===== src/rtl/neopixel_frame_scheduler.sv =====
// Frame sequencer for the NeopixelController single-pixel shifter.
// Holds a double-buffered GRB frame, streams the front bank one pixel per
// go/ready handshake at a fixed frame rate, then enforces the latch gap.
module neopixel_frame_scheduler #(
  parameter int NUM_PIXELS   = 64,
  parameter int FRAME_CYCLES = 833_333,
  parameter int LATCH_CYCLES = 15_000,
  parameter int AW           = $clog2(NUM_PIXELS)
) (
  input  logic          CLOCK_50,
  input  logic          reset,
  input  logic          wr_en,
  input  logic [AW-1:0] wr_addr,
  input  logic [23:0]   wr_data,
  input  logic          swap_req,
  output logic          swap_ack,
  input  logic          pix_ready,
  output logic          pix_go,
  output logic [23:0]   pix_data,
  output logic          busy,
  output logic          frame_done,
  output logic          overrun
);

  localparam int TW = $clog2(FRAME_CYCLES + 1);
  localparam int LW = $clog2(LATCH_CYCLES + 1);
  localparam logic [TW-1:0] TICK_AT    = TW'(FRAME_CYCLES - 1);
  localparam logic [LW-1:0] LATCH_LAST = LW'(LATCH_CYCLES - 1);
  localparam logic [AW-1:0] LAST_IDX   = AW'(NUM_PIXELS - 1);
  localparam logic [AW:0]   PIX_LIMIT  = (AW+1)'(NUM_PIXELS);

  typedef enum logic [2:0] {
    IDLE, START, FETCH, SEND, HOLD, DRAIN, LATCH
  } state_t;

  state_t        state;
  logic [TW-1:0] timer;
  logic          tick;
  logic          tick_pending;
  logic          swap_pending;
  logic          front_sel;
  logic [AW-1:0] idx;
  logic [LW-1:0] latch_cnt;
  logic          wr_ok;
  logic [23:0]   rd_word;
  logic [23:0]   bank0 [NUM_PIXELS];
  logic [23:0]   bank1 [NUM_PIXELS];

  assign tick    = (timer == TICK_AT);
  assign wr_ok   = wr_en && ({1'b0, wr_addr} < PIX_LIMIT);
  assign rd_word = front_sel ? bank1[idx] : bank0[idx];

  // Decodes of registered state: go only while SEND sees ready, so it can
  // never coincide with ready low and never repeats (SEND always exits).
  assign busy     = (state != IDLE);
  assign pix_go   = (state == SEND) && pix_ready;
  assign swap_ack = (state == START) && swap_pending;

  // Free-running frame timer; wraps every FRAME_CYCLES cycles.
  always_ff @(posedge CLOCK_50) begin
    if (reset) begin
      timer <= '0;
    end else if (tick) begin
      timer <= '0;
    end else begin
      timer <= timer + 1'b1;
    end
  end

  // Render writes always land in the bank that is not being streamed.
  always_ff @(posedge CLOCK_50) begin
    if (wr_ok) begin
      if (front_sel) begin
        bank0[wr_addr] <= wr_data;
      end else begin
        bank1[wr_addr] <= wr_data;
      end
    end
  end

  // Frame sequencer: start, per-pixel fetch/handshake, drain and latch gap.
  always_ff @(posedge CLOCK_50) begin
    if (reset) begin
      state        <= IDLE;
      idx          <= '0;
      latch_cnt    <= '0;
      front_sel    <= 1'b0;
      tick_pending <= 1'b0;
      swap_pending <= 1'b0;
      overrun      <= 1'b0;
      frame_done   <= 1'b0;
      pix_data     <= '0;
    end else begin
      frame_done <= 1'b0;
      if (swap_req) swap_pending <= 1'b1;
      if (tick) begin
        tick_pending <= 1'b1;
        if (busy) overrun <= 1'b1;
      end
      case (state)
        IDLE: begin
          // A tick in this very cycle starts the frame without waiting a cycle.
          if (tick_pending || tick) state <= START;
        end
        START: begin
          idx          <= '0;
          tick_pending <= tick;
          if (swap_pending) begin
            front_sel    <= ~front_sel;
            swap_pending <= swap_req;
          end
          state <= FETCH;
        end
        FETCH: begin
          pix_data <= rd_word;
          state    <= SEND;
        end
        SEND: begin
          if (pix_ready) state <= HOLD;
        end
        HOLD: begin
          // Controller drops ready during this cycle; ready is not sampled here.
          if (idx == LAST_IDX) begin
            state <= DRAIN;
          end else begin
            idx   <= idx + 1'b1;
            state <= FETCH;
          end
        end
        DRAIN: begin
          if (pix_ready) begin
            latch_cnt <= '0;
            state     <= LATCH;
          end
        end
        LATCH: begin
          if (latch_cnt == LATCH_LAST) begin
            frame_done <= 1'b1;
            state      <= IDLE;
          end else begin
            latch_cnt <= latch_cnt + 1'b1;
          end
        end
        default: state <= IDLE;
      endcase
    end
  end

endmodule


===== config.mk =====
export PLATFORM = sky130hd
export DESIGN_NAME = neopixel_frame_scheduler
export DESIGN_NICKNAME = d
export VERILOG_FILES = /design/src/rtl/neopixel_frame_scheduler.sv
export SDC_FILE = /design/constraint.sdc
export NUM_CORES = 2
export LEC_CHECK = 0
export CAP_MARGIN = 10
export CORE_MARGIN = 2
export CORE_UTILIZATION = 47
export CTS_CLUSTER_SIZE = 8
export DETAILED_ROUTE_END_ITERATION = 8
export GPL_TIMING_DRIVEN = 1
export PLACE_DENSITY = 0.74
export SETUP_SLACK_MARGIN = 0.2
export SLEW_MARGIN = 20
export SYNTH_ARGS = -nofsm -noshare
export SYNTH_HDL_FRONTEND = slang
export SYNTH_SLANG_ARGS = --single-unit

===== constraint.sdc =====
create_clock -name CLOCK_50 -period 6.25 [get_ports CLOCK_50]
set_clock_uncertainty 0.05 [all_clocks]
set_input_delay 1.875 -clock CLOCK_50 [delete_from_list [all_inputs] [get_ports CLOCK_50]]
set_output_delay 1.875 -clock CLOCK_50 [all_outputs]
set_load 0.01 [all_outputs]

# Word-level counts from Yosys, hierarchy flattened

Memories as Yosys holds them, arrays and structs flattened. A register that Yosys moved wholly into a read port is not among the register bits.
Index checks and enable logic that the tools add are counted.

Add/subtract/negate cells: 3
Eq/ne operators: 15
Multiplexer cells: 28
Bitwise logic cells: 2
Reductions and logical operators: 15

Operator list:

| kind                                                            | number |
|---|---|
| 6-bit two-way mux                                               | 5 |
| 14-bit two-way mux                                              | 2 |
| 14-bit case mux with 2 select lines                             | 1 |
| 24-bit two-way mux                                              | 1 |
| 3-bit case mux with 7 select lines                              | 1 |
| 20-bit by 1-bit adder with 20-bit output, second input constant | 1 |
| 20-bit == test, second input constant                           | 1 |
| 3-bit two-way mux                                               | 5 |
| 14-bit by 1-bit adder with 14-bit output, second input constant | 1 |
| 14-bit == test, second input constant                           | 1 |
| 1-bit two-way mux                                               | 12 |
| 2-bit != test, second input constant                            | 6 |
| 6-bit case mux with 2 select lines                              | 1 |
| 3-bit == test, second input constant                            | 3 |
| 6-bit by 1-bit adder with 6-bit output, second input constant   | 1 |
| 3-bit by 2-bit == test with 1-bit output, second input constant | 2 |
| 6-bit == test, second input constant                            | 1 |
| 2-bit AND reduction                                             | 3 |
| 2-bit nonzero test                                              | 3 |
| 4-bit AND reduction                                             | 1 |
| 2-bit OR reduction                                              | 2 |
| 3-bit by 1-bit == test with 1-bit output, second input constant | 1 |
| 3-bit zero test                                                 | 1 |
| 3-bit AND reduction                                             | 1 |
| 4 further kinds                                                 | 6 |

Bits in registers: 72
Bits in writable memories: 3072
Input port bits: 35
Output and inout port bits: 29
Memories: 2

Memory list:

| name  | words | width | read ports | clocked after memory_dff | wr ports | RTL line | text |
|---|---|---|---|---|---|---|---|
| bank0 | 64    | 24    | 1          | 1                        | 1        | 46       | `logic [23:0] bank0 [NUM_PIXELS];` |
| bank1 | 64    | 24    | 1          | 1                        | 1        | 47       | `logic [23:0] bank1 [NUM_PIXELS];` |

# Depth between registers and ports, before layout

Depth in word-level cells: 5
Gate-level depth with buffers: 12
Depth with buffers taken out: 7

# Worst setup path before layout

No wires, ideal clock.

Path type: input-to-reg
Start point: in wr_addr[5]
End point: mem bank0[32][0] (enable)
Library setup time: 405 ps
Arrival time: 3976 ps
Required time: 5795 ps
Path slack: 1819 ps
Stages on the path: 6
Path buffers: 2
Cells stage by stage: clkbuf_1 -> or3b_2 -> clkbuf_1 -> inv_1 -> nand2_1 -> nor2_1

RTL lines:

| what        | RTL line | text |
|---|---|---|
| from (decl) | 13       | `input logic [AW-1:0] wr_addr,` |
| to (decl)   | 46       |  |

No word-level cell before the write port.

# Final worst setup path

Start point: in pix_ready
End point: out pix_go

Cells in the longest elaborated chain, start to end: 1

Ends and longest elaborated chain:

| what              | RTL line | text |
|---|---|---|
| from (decl)       | 17       | `input logic pix_ready,` |
| 1-bit logical AND | 56       | `assign pix_go = (state == SEND) && pix_ready;` |
| to (decl)         | 18       | `output logic pix_go,` |

No other way between the ends.

==> impl_metrics.toml <==
[outcome]
status = "finished, final reports clean"

[sta]
setup_ws_ns = 1.187
holdWs_ns = 0.3997
fmax_mhz = 197.5
relSlewSlack_pct = 17.07
tns_ns = 0
period_needed_ns = 5.063
drv_slew = 0
rsz0062_at_grt = "false"
setup_viol_count_final = 0
finalHoldViolCount = 0
min_period_over_period_pct = 81.00
worstMarginPinSlew_ns = 1.241

[clock_tree]
cts_resized = 0
cts.sinks = 3150
cts_buffer_depth = 4
cts_tree = "done"
post-cts-setup-buffers = 0
cts_hold_buf = 0
cts_root_buffer = "clkbuf_16"
cts_inserted_buffers = 444
cts_max_level = 5
path_clk_slew_ns = 0.04
insertion_delay_ns = 1.00

[placed_design]
placed_area_sq_um = 126900
place_ws_ns = 1.192
routabilityCongestion = 0.9800
io_buffers = 63
hpwl_mm = 198.9

[floorplanning]
num_io_pins = 64
coreArea_sq_um = 256700
die_area_sq_um = 262100
die_w_um = 511.9
num_rows = 186
die_h_um = 511.9
start_util_pct = 47.24

[final_layout]
nNetsFinal = 6192
drive_above_1_share_pct = 25.93
stdcell_area_sq_um = 138700
syn_to_final_growth_pct = 14.35

[synth]
syn-instance-count = 5692
yosys_most_used_dff = "edfxtp_1"
yosysSeqAreaShare_pct = 77.37
ys_top_cells_by_area = "edfxtp_1, mux4_2, mux2i_1"
yosysTopAreaCell = "edfxtp_1"
synth_area_sq_um = 121300
synth-edff-count = 3072
yosys-top-cells-count = "edfxtp_1, mux4_2, mux2i_1"
synth.most_common_cell = "edfxtp_1"
netlist.area_leader.share_pct = 76.08
avgSynthCellArea_sq_um = 21.30
yosys_warnings = 0
ys_async_sr_fraction_pct = 0
synth.distinct_cells = 74
synth_nets = 5731
synth-seq-cells = 3150

[worst_setup_path]
startpoint = "pix_ready"
start_kind = "input pin"
cp.arrival_ns = 3.14
cp_common_cell = "clkdlybuf4s50_1"
crit_fanout = 4
worstPathRequired_ns = 4.32
slowest_delay_ns = 0.54
critPathCaptureType = "output port"
cp_cell_sequence = "clkdlybuf4s50_1 > and3_1 > clkdlybuf4s50_1"
slowest_stage = "clkdlybuf4s50_1"
critPathKind = "input pin to output port"

[detailed_routing]
vias_per_cell = 6.533
drt_wl_total_mm = 333.3
drc = 0
ant_nets = 0
wl_per_cell_um = 34.60
drtIter0Drc = 10430
dr.pass1.iters = 6
via_count = 62940

[grt]
grt-ovfl-total = 0
antenna_found_initial = 25
track_usage_pct = 25.19
grt_pass1_wl_mm = 470.5
grt_max_degree = 91
grt_pass1_vias = 62820

[hold_path]
hp-start = "timer[0]"
hp-class = "flop to flop"

[flow_run]
max_cap_viol_count = 0

[power]
irDropWorstVdd_mv = 0.3126
p_leak_uw = 0.04185
power_density_nw_per_um2 = 322.6
cell families after synthesis:
kind of cell,synth area share [%]
flops,77.37
fa+ha+maj,0.04128
buf+inv,1.653
xor+xnor,0.2239
mux,15.08
compound gates,3.215
simple gates,2.418
per-stage QoR:
step	power, uW	utilization, %	cells
floorplan	23730	-	5692
global placement	24190	49.42	9088
detailed placement	24230	49.42	9088
CTS	44860	53.98	9618
global route	45700	54.01	9626
finish	44730	54.02	9634
where the power goes:
| group | switching, uW | internal, uW |
|---|---|---|
| sequential | 11.2 | 23300 |
| combinational | 515 | 59.8 |
| clock | 8240 | 12600 |
registers in the layout (all words and copies together) (netlist names), named ones only:
name	cells
overrun	1
state	3
bank0	1536
timer	20
latch_cnt	14
bank1	1536
frame_done	1
swap_pending	1
pix_data	24
front_sel	1
idx	6
tick_pending	1
layout make-up:
cell class	count	area (sq um)
Clock buffer	518	11490
Antenna cell	13	32.53
Multi-Input combinational cell	2195	25840
Fill cell	18550	118000
Sequential cell	3150	93830
Tap cell	3384	4234
Clock inverter	12	192.7
Timing Repair Buffer	338	2944
Inverter	24	92.59
layer usage:
layer / vias to the layer above / GRT usage [%] / part of all wire [%] / wire length [um]
met3: 892 / 6.780 / 12 / 41210
met5: - / 0 / 0.013 / 42
met2: 4735 / 38.69 / 47 / 155500
met1: 32620 / 33.10 / 35 / 116900
li1: 24690 / - / - / -
met4: 6 / 13.23 / 5.9 / 19700
worst paths after layout:
| kind | cells past startpoint | endpoint | slack [ns] |
|---|---|---|---|
| worst max-delay path | 3 | pix_go | 1.19 |
| worst min-delay path | 1 | timer[0] | 0.40 |
| worst max register to register | 9 | pix_data[23] | 1.96 |
| worst min register to register | 1 | timer[0] | 0.40 |
layout by cell type (no fill, tap or decap), drive strengths merged, types with 13 or more instances in the layout:
cell | synthesis | layout
a2111oi | 13 | 13
a211oi | 36 | 36
a21oi | 74 | 74
a22oi | 126 | 126
a31oi | 25 | 25
a32oi | 18 | 18
and2 | 26 | 26
and3 | 18 | 18
buf | 205 | 298
clkbuf | 118 | 519
clkdlybuf4s50 | 0 | 39
dfxtp | 78 | 78
diode | 0 | 13
edfxtp | 3072 | 3072
inv | 23 | 31
mux2i | 295 | 295
mux4 | 675 | 675
nand2 | 89 | 89
nand2b | 14 | 14
nand3 | 81 | 81
nand4 | 34 | 34
nor2 | 243 | 243
nor2b | 23 | 23
nor3 | 27 | 27
o21ai | 72 | 72
o221ai | 27 | 27
o22ai | 94 | 94
xor2 | 20 | 20
worst max-delay path: cells and delay by family:
family / cells / cell delay [ns]
buffers and inverters: 2 / 1.06
AND/OR/NAND/NOR: 1 / 0.20
(Power assumes the default switching activity.)
